===== config.mk =====
export PLATFORM = sky130hd
export DESIGN_NAME = node_local_port
export DESIGN_NICKNAME = d
export VERILOG_FILES = /design/src/rtl/node_local_port.sv
export SDC_FILE = /design/constraint.sdc
export NUM_CORES = 1
export LEC_CHECK = 0
export BUFFER_PORTS_ARGS = -buffer_cell sky130_fd_sc_hd__buf_2
export CAP_MARGIN = 20
export CORE_ASPECT_RATIO = 0.75
export CORE_MARGIN = 2
export CORE_UTILIZATION = 50
export CTS_CLUSTER_SIZE = 10
export DETAILED_ROUTE_END_ITERATION = 16
export GPL_ROUTABILITY_DRIVEN = 0
export MAX_ROUTING_LAYER = met4
export PLACE_DENSITY = 0.74
export SLEW_MARGIN = 30
export SYNTH_ARGS = -nofsm -noshare
export SYNTH_HDL_FRONTEND = slang
export SYNTH_SLANG_ARGS = --single-unit

===== constraint.sdc =====
create_clock -name clk -period 8.8 [get_ports clk]
set_clock_uncertainty 0.2 [all_clocks]
set_input_delay 2.2 -clock clk [delete_from_list [all_inputs] [get_ports clk]]
set_output_delay 2.2 -clock clk [all_outputs]
set_load 0.02 [all_outputs]

===== src/rtl/node_local_port.sv =====
// Router-side local port: credit-tracked flit injection toward a node and a B-deep RX FIFO returning credits.
// Optional statistics counters are built only when NODE_LOCAL_PORT_STAT_EN is defined.
module node_local_port #(
  parameter int B    = 4,
  parameter int FW   = 59,
  parameter int CNTW = 3
) (
  input  logic          clk,
  input  logic          rst_n,
  input  logic          inj_vld,
  input  logic [FW-1:0] inj_flit,
  output logic          inj_rdy,
  output logic          ej_vld,
  output logic [FW-1:0] ej_flit,
  input  logic          ej_rdy,
  output logic          node_flit_in_wr,
  output logic [FW-1:0] node_flit_in,
  input  logic          node_credit_out,
  input  logic          node_flit_out_wr,
  input  logic [FW-1:0] node_flit_out,
  output logic          node_credit_in,
  output logic          err_credit_ovf,
  output logic          err_rx_ovf,
  output logic [15:0]   tx_cnt,
  output logic [15:0]   rx_cnt
);

  localparam int PW = (B > 1) ? $clog2(B) : 1;

  logic [CNTW-1:0] crd_r, crd_nxt_s;
  logic            covf_set_s;
  logic            send_s, pop_s, push_s, full_s, empty_s;
  logic [PW-1:0]   wptr_r, rptr_r;
  logic [CNTW-1:0] count_r;
  logic [FW-1:0]   mem_r [B];
  logic            flit_in_wr_r, credit_in_r, covf_r, rovf_r;
  logic [FW-1:0]   flit_in_r;

  function automatic logic [PW-1:0] ptr_inc(input logic [PW-1:0] p);
    if (p == PW'(B - 1)) return {PW{1'b0}};
    else                 return p + PW'(1);
  endfunction

  assign inj_rdy  = (crd_r != {CNTW{1'b0}});
  assign send_s   = inj_vld & inj_rdy;
  assign full_s   = (count_r == CNTW'(B));
  assign empty_s  = (count_r == {CNTW{1'b0}});
  assign ej_vld   = ~empty_s;
  assign ej_flit  = mem_r[rptr_r];
  assign pop_s    = ej_vld & ej_rdy;
  assign push_s   = node_flit_out_wr & (~full_s | pop_s);

  assign node_flit_in_wr = flit_in_wr_r;
  assign node_flit_in    = flit_in_r;
  assign node_credit_in  = credit_in_r;
  assign err_credit_ovf  = covf_r;
  assign err_rx_ovf      = rovf_r;

  // Credit counter next value; a credit at full credit is discarded and flagged.
  always_comb begin
    crd_nxt_s  = crd_r;
    covf_set_s = 1'b0;
    if (send_s && !node_credit_out) begin
      crd_nxt_s = crd_r - CNTW'(1);
    end else if (!send_s && node_credit_out) begin
      if (crd_r == CNTW'(B)) covf_set_s = 1'b1;
      else                   crd_nxt_s  = crd_r + CNTW'(1);
    end else begin
      crd_nxt_s = crd_r;
    end
  end

  // TX registers: credit count, flit toward the node and its strobe.
  always_ff @(posedge clk) begin
    if (!rst_n) begin
      crd_r        <= CNTW'(B);
      flit_in_wr_r <= 1'b0;
      flit_in_r    <= {FW{1'b0}};
      covf_r       <= 1'b0;
    end else begin
      crd_r        <= crd_nxt_s;
      flit_in_wr_r <= send_s;
      if (send_s) flit_in_r <= inj_flit;
      if (covf_set_s) covf_r <= 1'b1;
    end
  end

  // RX FIFO storage, pointers, occupancy and the credit returned per pop.
  always_ff @(posedge clk) begin
    if (!rst_n) begin
      for (int i = 0; i < B; i++) mem_r[i] <= {FW{1'b0}};
      wptr_r      <= {PW{1'b0}};
      rptr_r      <= {PW{1'b0}};
      count_r     <= {CNTW{1'b0}};
      credit_in_r <= 1'b0;
      rovf_r      <= 1'b0;
    end else begin
      credit_in_r <= pop_s;
      if (push_s) begin
        mem_r[wptr_r] <= node_flit_out;
        wptr_r        <= ptr_inc(wptr_r);
      end
      if (pop_s) rptr_r <= ptr_inc(rptr_r);
      case ({push_s, pop_s})
        2'b10:   count_r <= count_r + CNTW'(1);
        2'b01:   count_r <= count_r - CNTW'(1);
        default: count_r <= count_r;
      endcase
      if (node_flit_out_wr && full_s && !pop_s) rovf_r <= 1'b1;
    end
  end

`ifdef NODE_LOCAL_PORT_STAT_EN
  logic [15:0] tx_cnt_r, rx_cnt_r;

  // Wrapping flit statistics.
  always_ff @(posedge clk) begin
    if (!rst_n) begin
      tx_cnt_r <= 16'd0;
      rx_cnt_r <= 16'd0;
    end else begin
      if (send_s) tx_cnt_r <= tx_cnt_r + 16'd1;
      if (push_s) rx_cnt_r <= rx_cnt_r + 16'd1;
    end
  end

  assign tx_cnt = tx_cnt_r;
  assign rx_cnt = rx_cnt_r;
`else
  assign tx_cnt = 16'd0;
  assign rx_cnt = 16'd0;
`endif

endmodule


==> impl_metrics.ini, run 1 <==
[yosys]
syn_avg_cell_area_um2 = 13.8
syn_area_um2 = 13200
ys.flop_type = edfxtp_1
yosysTopAreaCell = edfxtp_1
ys_top_cells_by_area = edfxtp_1, dfxtp_1, and2_1
synth_edf_count = 236
ys.warnings.count = 0
synth_cells = 960
ys_ff_latch = 311
synth_top_area_frac = 0.535
async_flop_share = 0
ys_seq_area_frac = 0.649
ys_types = 33

[sta]
setup_viol = 0
timing.final.hold_violations = 0
period_share = 0.579
finalCriticalPeriod_ns = 5.09
rsz0062_at_grt = false
slew_viol_final = 0
tns_ns = 0
worstMarginPinSlew_ns = 0.963
fmax_mhz = 196
relSlewSlack = 0.356

[clock_tree]
hold_buffers = 0
clock_path_buffers = 3
clock_latency_ns = 0.50
cts_made_buffers = 37
cts_root_buf = clkbuf_16
cts_tree = built
clk_transition_reported_paths_ns = 0.06
cts_sinks = 311
post-cts-setup-buffer-count = 0
htree_num_levels = 2
post_cts_resized = 0

[routing]
drt_iter0_drc = 500
via_count = 8172
wl_per_cell_um = 18.8
drt_wl_total_um = 29300
drtPass1Iterations = 5
via_per_inst = 5.25
drc = 0
ant_nets = 0

[critical_path]
critPathLaunchType = register
cp_max_fo = 30
reg2reg_to = count_r[2]
worstPathRequired_ns = 6.40
r2r_cells = 8
worstSetupPathType = reg -> out
timing.rr.start = count_r[0]
cp-end-kind = primary output
crit_arrival_ns = 2.69
r2r_slack_ns = 5.76

[hold_path]
hp-class = reg -> reg
whs_path_depth = 2
hold_start = node_flit_in[52]
whs_endpoint = node_flit_in[52]

[final_layout]
mostFrequentLayoutCells = buf_2, and2_1, edfxtp_1
final_util = 0.606
fin_nets = 1322
stdcell_area_um2 = 15800
drive_gt1_frac = 0.309
layout_commonest_cell = buf_2
area_growth_pct = 19.0

[placement]
dp_hpwl_um = 17600
place_area_um2 = 14700
numPortBuffers = 247

[status]
status = complete, no violations

[grt]
first_global_vias = 8441
grt_pass1_wl_um = 45600
grt.overflow.total = 0
antenna_found_initial = 5
grt_max_degree = 121
grt_use_total = 0.219

[flow_run]
cap_violations = 0

[power]
peakVddDrop_mv = 0.122
leakage_nw = 6.30
powerDensity_nw_per_um2 = 245

[floorplan]
initial_core_util = 0.510
coreArea_um2 = 26000
die_y_um = 145
rows = 51
ios = 280
die_area_um2 = 27800
die_w_um = 192
metal layers:
layer	part of all wire	GRT usage	wire, um
met1	0.42	0.290	12300
met5	0	-	0
met3	0.071	0.0486	2090
met2	0.49	0.351	14500
met4	0.014	0.0462	403
flip-flops by register name, indices dropped and copies added, names as in the netlist, named ones only:
signal,cells
crd_r,3
wptr_r,2
mem_r,236
count_r,3
node_credit_in,1
node_flit_in,59
rptr_r,2
node_flit_in_wr,1
err_rx_ovf,1
err_credit_ovf,1
cell type report:
type,instances,area [um2]
antenna,5,12.5
clock buffer,54,1010
clock inverter,2,25.0
fill,2041,10200
inverter,12,45.0
multi-input combinational,570,4290
sequential,311,8600
tap,344,430
timing repair buffer,259,1340
synthesized netlist by cell type, types with 4 or more instances:
| cell | n |
|---|---|
| nor2_1 | 8 |
| buf_4 | 32 |
| dfxtp_1 | 75 |
| ha_1 | 5 |
| a21oi_1 | 8 |
| inv_1 | 12 |
| buf_2 | 19 |
| o21ai_0 | 68 |
| edfxtp_1 | 236 |
| clkbuf_1 | 46 |
| nand2_1 | 65 |
| or3_1 | 4 |
| and2_1 | 236 |
| mux4_2 | 59 |
| nand3_1 | 61 |
through the flow:
step / total power [mW] / hold slack [ns] / setup slack, ns / cells
2_1_floorplan: 2.32 / 0.263 / 1.30 / 991
3_3_place_gp: 2.54 / 0.249 / 3.17 / 1496
3_5_place_dp: 2.56 / 0.256 / 3.38 / 1496
4_1_cts: 3.90 / 0.268 / 3.55 / 1552
5_1_grt: 4.01 / 0.291 / 3.42 / 1557
6_report: 3.85 / 0.262 / 3.71 / 1557
worst max-delay path, stage by stage (launching register included):
cell	delay (ns)
dfxtp_4	0.74
buf_4	0.64
mux4_2	0.59
buf_2	0.18
report_power, final:
part           switching, mW  internal [mW]
clock network          0.548          0.790
registers             0.0923           1.71
logic                  0.418          0.301
logic make-up after synthesis:
group / count (synthesis) / synth area share
AND/OR/NAND/NOR: 386 / 0.166
flip-flops: 311 / 0.649
buffers and inverters: 110 / 0.0421
AO/OA/AOI/OAI: 83 / 0.0331
multiplexers: 59 / 0.100
adder cells (fa/ha/maj): 7 / 0.00775
XOR/XNOR: 3 / 0.00198
other: 1 / 0.000283
worst max path at each step:
stage	slack [ns]	from	endpoint	cells after the start
2_1_floorplan	1.30	rst_n	mem_r[0][0]	2
3_3_place_gp	3.17	rst_n	mem_r[3][31]	6
3_5_place_dp	3.38	rst_n	mem_r[3][25]	6
4_1_cts	3.55	register	ej_flit[36]	3
5_1_grt	3.42	register	ej_flit[31]	3
6_report	3.71	register	ej_flit[50]	3
Power figures use the tool's default switching activity.
==> run 2, diff against run 1 <==
==> constraint.sdc (replaced) <==
create_clock -name clk -period 4.95 [get_ports clk]
set_clock_uncertainty 0.2 [all_clocks]
set_input_delay 1.2375 -clock clk [delete_from_list [all_inputs] [get_ports clk]]
set_output_delay 1.2375 -clock clk [all_outputs]
set_load 0.02 [all_outputs]
==> run 2 against run 1 <==
Compared with the run above:
- sequential power is 77% higher
- core utilization up 0.11 points
- clock power grew 73%
- global-route usage shrank 0.11 points
- combinational power grew 79%
- setup slack got worse by 2.6 ns
- cell area grew 0.18%
- critical path depth did not move
==> impl_metrics.ini, run 2 (synthesized netlist as in run 1, its figures left out) <==
[status]
status = complete, no violations

[final_layout]
multi_input_area_um2 = 4290
stdcell_count = 1555
fillerInstances = 2022
largest_reg_flops = 236
drive_gt1_frac = 0.308
area_growth_pct = 19.2
top_register = mem_r
ff_latch_area_um2 = 8600
fin_nets = 1322
layout_commonest_cell = buf_2
final_util = 0.608
mostFrequentLayoutCells = buf_2, and2_1, edfxtp_1

[floorplan]
coreArea_um2 = 26000
initial_core_util = 0.510
die_w_um = 192
rows = 51
die_y_um = 145
die_area_um2 = 27800
ios = 280

[grt]
first_global_vias = 8403
grt_max_degree = 122
grt.overflow.total = 0
antenna_found_initial = 3
grt_use_total = 0.218
grt_pass1_wl_um = 45500

[power]
peakVddDrop_mv = 0.270
leakage_nw = 6.31
powerDensity_nw_per_um2 = 431

[critical_path]
worstPathRequired_ns = 3.51
cp-end-kind = primary output
worstSetupPathType = reg -> out
crit_arrival_ns = 2.39
cp_max_fo = 31
critPathLaunchType = register
r2r_slack_ns = 1.95

[routing]
drt_wl_total_um = 28600
ant_nets = 0
drt_iter0_drc = 521
wl_per_cell_um = 18.4
via_per_inst = 5.22
via_count = 8122
drc = 0
drtPass1Iterations = 5

[placement]
dpl.cell_count = 1496
place_ws_ns = 1.01
numPortBuffers = 247
dp_hpwl_um = 17200

[clock_tree]
hold_buffers = 0
post_cts_resized = 0
clk_transition_reported_paths_ns = 0.05
cts_made_buffers = 37
htree_num_levels = 2
clock_latency_ns = 0.49
cts_tree = built
post-cts-setup-buffer-count = 0
clock_path_buffers = 3
cts_root_buf = clkbuf_16
cts_sinks = 311

[flow_run]
cap_violations = 0

[sta]
period_share = 0.772
timing.final.hold_violations = 0
fin_ws_ns = 1.13
rsz0062_at_grt = false
fmax_mhz = 262
tns_ns = 0
finalCriticalPeriod_ns = 3.82
relSlewSlack = 0.381
setup_viol = 0
worstMarginPinSlew_ns = 0.929
slew_viol_final = 0

[hold_path]
hp-class = reg -> reg
run 2: cell types whose count changed in the layout (fill, tap and decap cells not counted), sizes merged:
cell / delta
diode: -2
clkbuf: +1
inv: -1
run 2: where the power goes:
group	total (mW)	internal [mW]	leakage [nW]	switching, mW
Sequential	3.19	3.03	3.07	0.160
Clock	2.32	1.38	0.487	0.936
Combinational	1.29	0.548	2.75	0.747
run 2: cell type report:
type                       count  area share
sequential                   311       0.545
multi-input combinational    570       0.272
timing repair buffer         259      0.0883
clock buffer                  55      0.0636
tap                          344      0.0273
inverter                      12     0.00285
clock inverter                 1    0.000555
antenna                        3    0.000476
run 2: final timing paths:
path                            cells past startpoint              from          endpoint
worst max-delay path                                3          register       ej_flit[47]
worst min register to register                      2  node_flit_in[45]  node_flit_in[45]
worst max register to register                      8        count_r[0]        count_r[2]
worst min-delay path                                2  node_flit_in[45]  node_flit_in[45]
run 2: worst max-delay path, cell delays in order, from the launching register on:
cell	delay, ns
dfxtp_4	0.76
buf_12	0.34
mux4_2	0.58
buf_2	0.18
run 2: per-layer routing:
layer / GRT usage / vias up / share of wire
li1: - / 3844 / -
met1: 0.294 / 3949 / 0.43
met2: 0.343 / 280 / 0.48
met3: 0.0421 / 49 / 0.071
met4: 0.0550 / 0 / 0.019
met5: - / - / 0
run 2: through the flow:
step	total power [mW]	hold slack, ns	cell area, um2
finish	6.81	0.263	15800
floorplan	4.12	0.263	13400
global route	7.10	0.290	15800
CTS	6.88	0.268	15800
detailed placement	4.56	0.256	14800
global placement	4.54	0.247	14700
==> run 3, diff against run 2 <==
==> constraint.sdc (replaced) <==
create_clock -name clk -period 3.8 [get_ports clk]
set_clock_uncertainty 0.2 [all_clocks]
set_input_delay 0.95 -clock clk [delete_from_list [all_inputs] [get_ports clk]]
set_output_delay 0.95 -clock clk [all_outputs]
set_load 0.02 [all_outputs]
==> run 3 against run 2 <==
Compared with the run above:
- cell area rose by 1.0%
- clock power rose by 34%
- die area did not move
- final cell count rose by 0.84%
- via count fell by 1.1%
- sequential power rose by 29%
- setup slack got worse by 0.65 ns
==> impl_metrics.ini, run 3 (synthesized netlist as in run 1, its figures left out) <==
[final_layout]
mostFrequentLayoutCells = buf_2, and2_1, edfxtp_1
ff_latch_area_um2 = 8600
largest_reg_flops = 236
fin_nets = 1332
fillerInstances = 2036
top_register = mem_r
multi_input_area_um2 = 4290
final_util = 0.614
layout_commonest_cell = buf_2
drive_gt1_frac = 0.314
area_growth_pct = 20.4

[critical_path]
worstSetupPathType = reg -> out
critPathLaunchType = register
cp_max_fo = 19
reg2reg_to = count_r[2]
worstPathRequired_ns = 2.65
crit_arrival_ns = 2.17
cp-end-kind = primary output
r2r_cells = 8
r2r_slack_ns = 1.09
timing.rr.start = count_r[0]

[routing]
drc = 0
ant_nets = 0
via_count = 8032
drtPass1Iterations = 5
drt_wl_total_um = 28800
wl_per_cell_um = 18.3
via_per_inst = 5.12
drt_iter0_drc = 544

[hold_path]
hold_start = node_flit_in[17]
whs_endpoint = node_flit_in[17]
hp-class = reg -> reg
whs_path_depth = 2

[floorplan]
ios = 280
die_y_um = 145
coreArea_um2 = 26000
initial_core_util = 0.510
rows = 51
die_w_um = 192
die_area_um2 = 27800

[grt]
grt_use_total = 0.214
grt_max_degree = 121
grt_pass1_wl_um = 44600
grt.overflow.total = 0
antenna_found_initial = 5
first_global_vias = 8173

[sta]
fmax_mhz = 301
period_share = 0.874
timing.final.hold_violations = 0
worstMarginPinSlew_ns = 0.779
slew_viol_final = 0
relSlewSlack = 0.481
finalCriticalPeriod_ns = 3.32
setup_viol = 0
rsz0062_at_grt = false
fin_ws_ns = 0.480

[clock_tree]
post_cts_resized = 0
htree_num_levels = 2
cts_sinks = 311
post-cts-setup-buffer-count = 0
clk_transition_reported_paths_ns = 0.06
cts_tree = built
cts_root_buf = clkbuf_16
cts_made_buffers = 37
clock_latency_ns = 0.51
hold_buffers = 0
clock_path_buffers = 3

[power]
peakVddDrop_mv = 0.353
powerDensity_nw_per_um2 = 564
leakage_nw = 6.39

[status]
status = complete, no violations

[flow_run]
cap_violations = 0

[placement]
numPortBuffers = 247
place_ws_ns = 0.490
dp_hpwl_um = 18000
## run 3: final cells by class
type	count	share of cell area
Antenna cell	6	0.000942
Timing Repair Buffer	269	0.0957
Clock buffer	54	0.0634
Sequential cell	311	0.539
Tap cell	344	0.0270
Multi-Input combinational cell	570	0.269
Inverter	12	0.00283
Clock inverter	2	0.00157
## run 3: worst max-delay path by stage
stage                  start          end  slack (ns)  cells past startpoint
finish              register  ej_flit[33]        0.48                      3
global route        register  ej_flit[37]        0.36                      3
floorplan             ej_rdy  mem_r[1][0]       -0.74                      3
global placement      ej_rdy   count_r[2]        0.51                      9
CTS                 register  ej_flit[37]        0.41                      3
detailed placement    ej_rdy   count_r[2]        0.49                      9
## run 3: stage by stage
stage | setup TNS (ns) | hold slack, ns | power, mW | area (um2) | cells
final | 0 | 0.263 | 8.99 | 15900 | 1568
after global routing | 0 | 0.284 | 9.37 | 15900 | 1567
after CTS | 0 | 0.267 | 9.08 | 15900 | 1562
after detailed placement | 0 | 0.256 | 5.97 | 14900 | 1506
after global placement | 0 | 0.249 | 5.94 | 14800 | 1504
after floorplan | -87.86 | 0.263 | 5.36 | 13400 | 991
## run 3: where the power goes
group | internal (mW) | switching (mW)
sequential | 3.95 | 0.166
clock | 1.83 | 1.28
combinational | 0.748 | 1.02
total | 6.52 | 2.47
## run 3: routing by layer
layer	GRT usage	routed length [um]
met5	-	0
met1	0.282	12300
met2	0.338	14000
met4	0.0577	522
met3	0.0455	2000
## run 3: critical path: stages, from the launching register on
cell	delay, ns
dfxtp_4	0.61
buf_4	0.29
mux4_2	0.57
buf_2	0.19
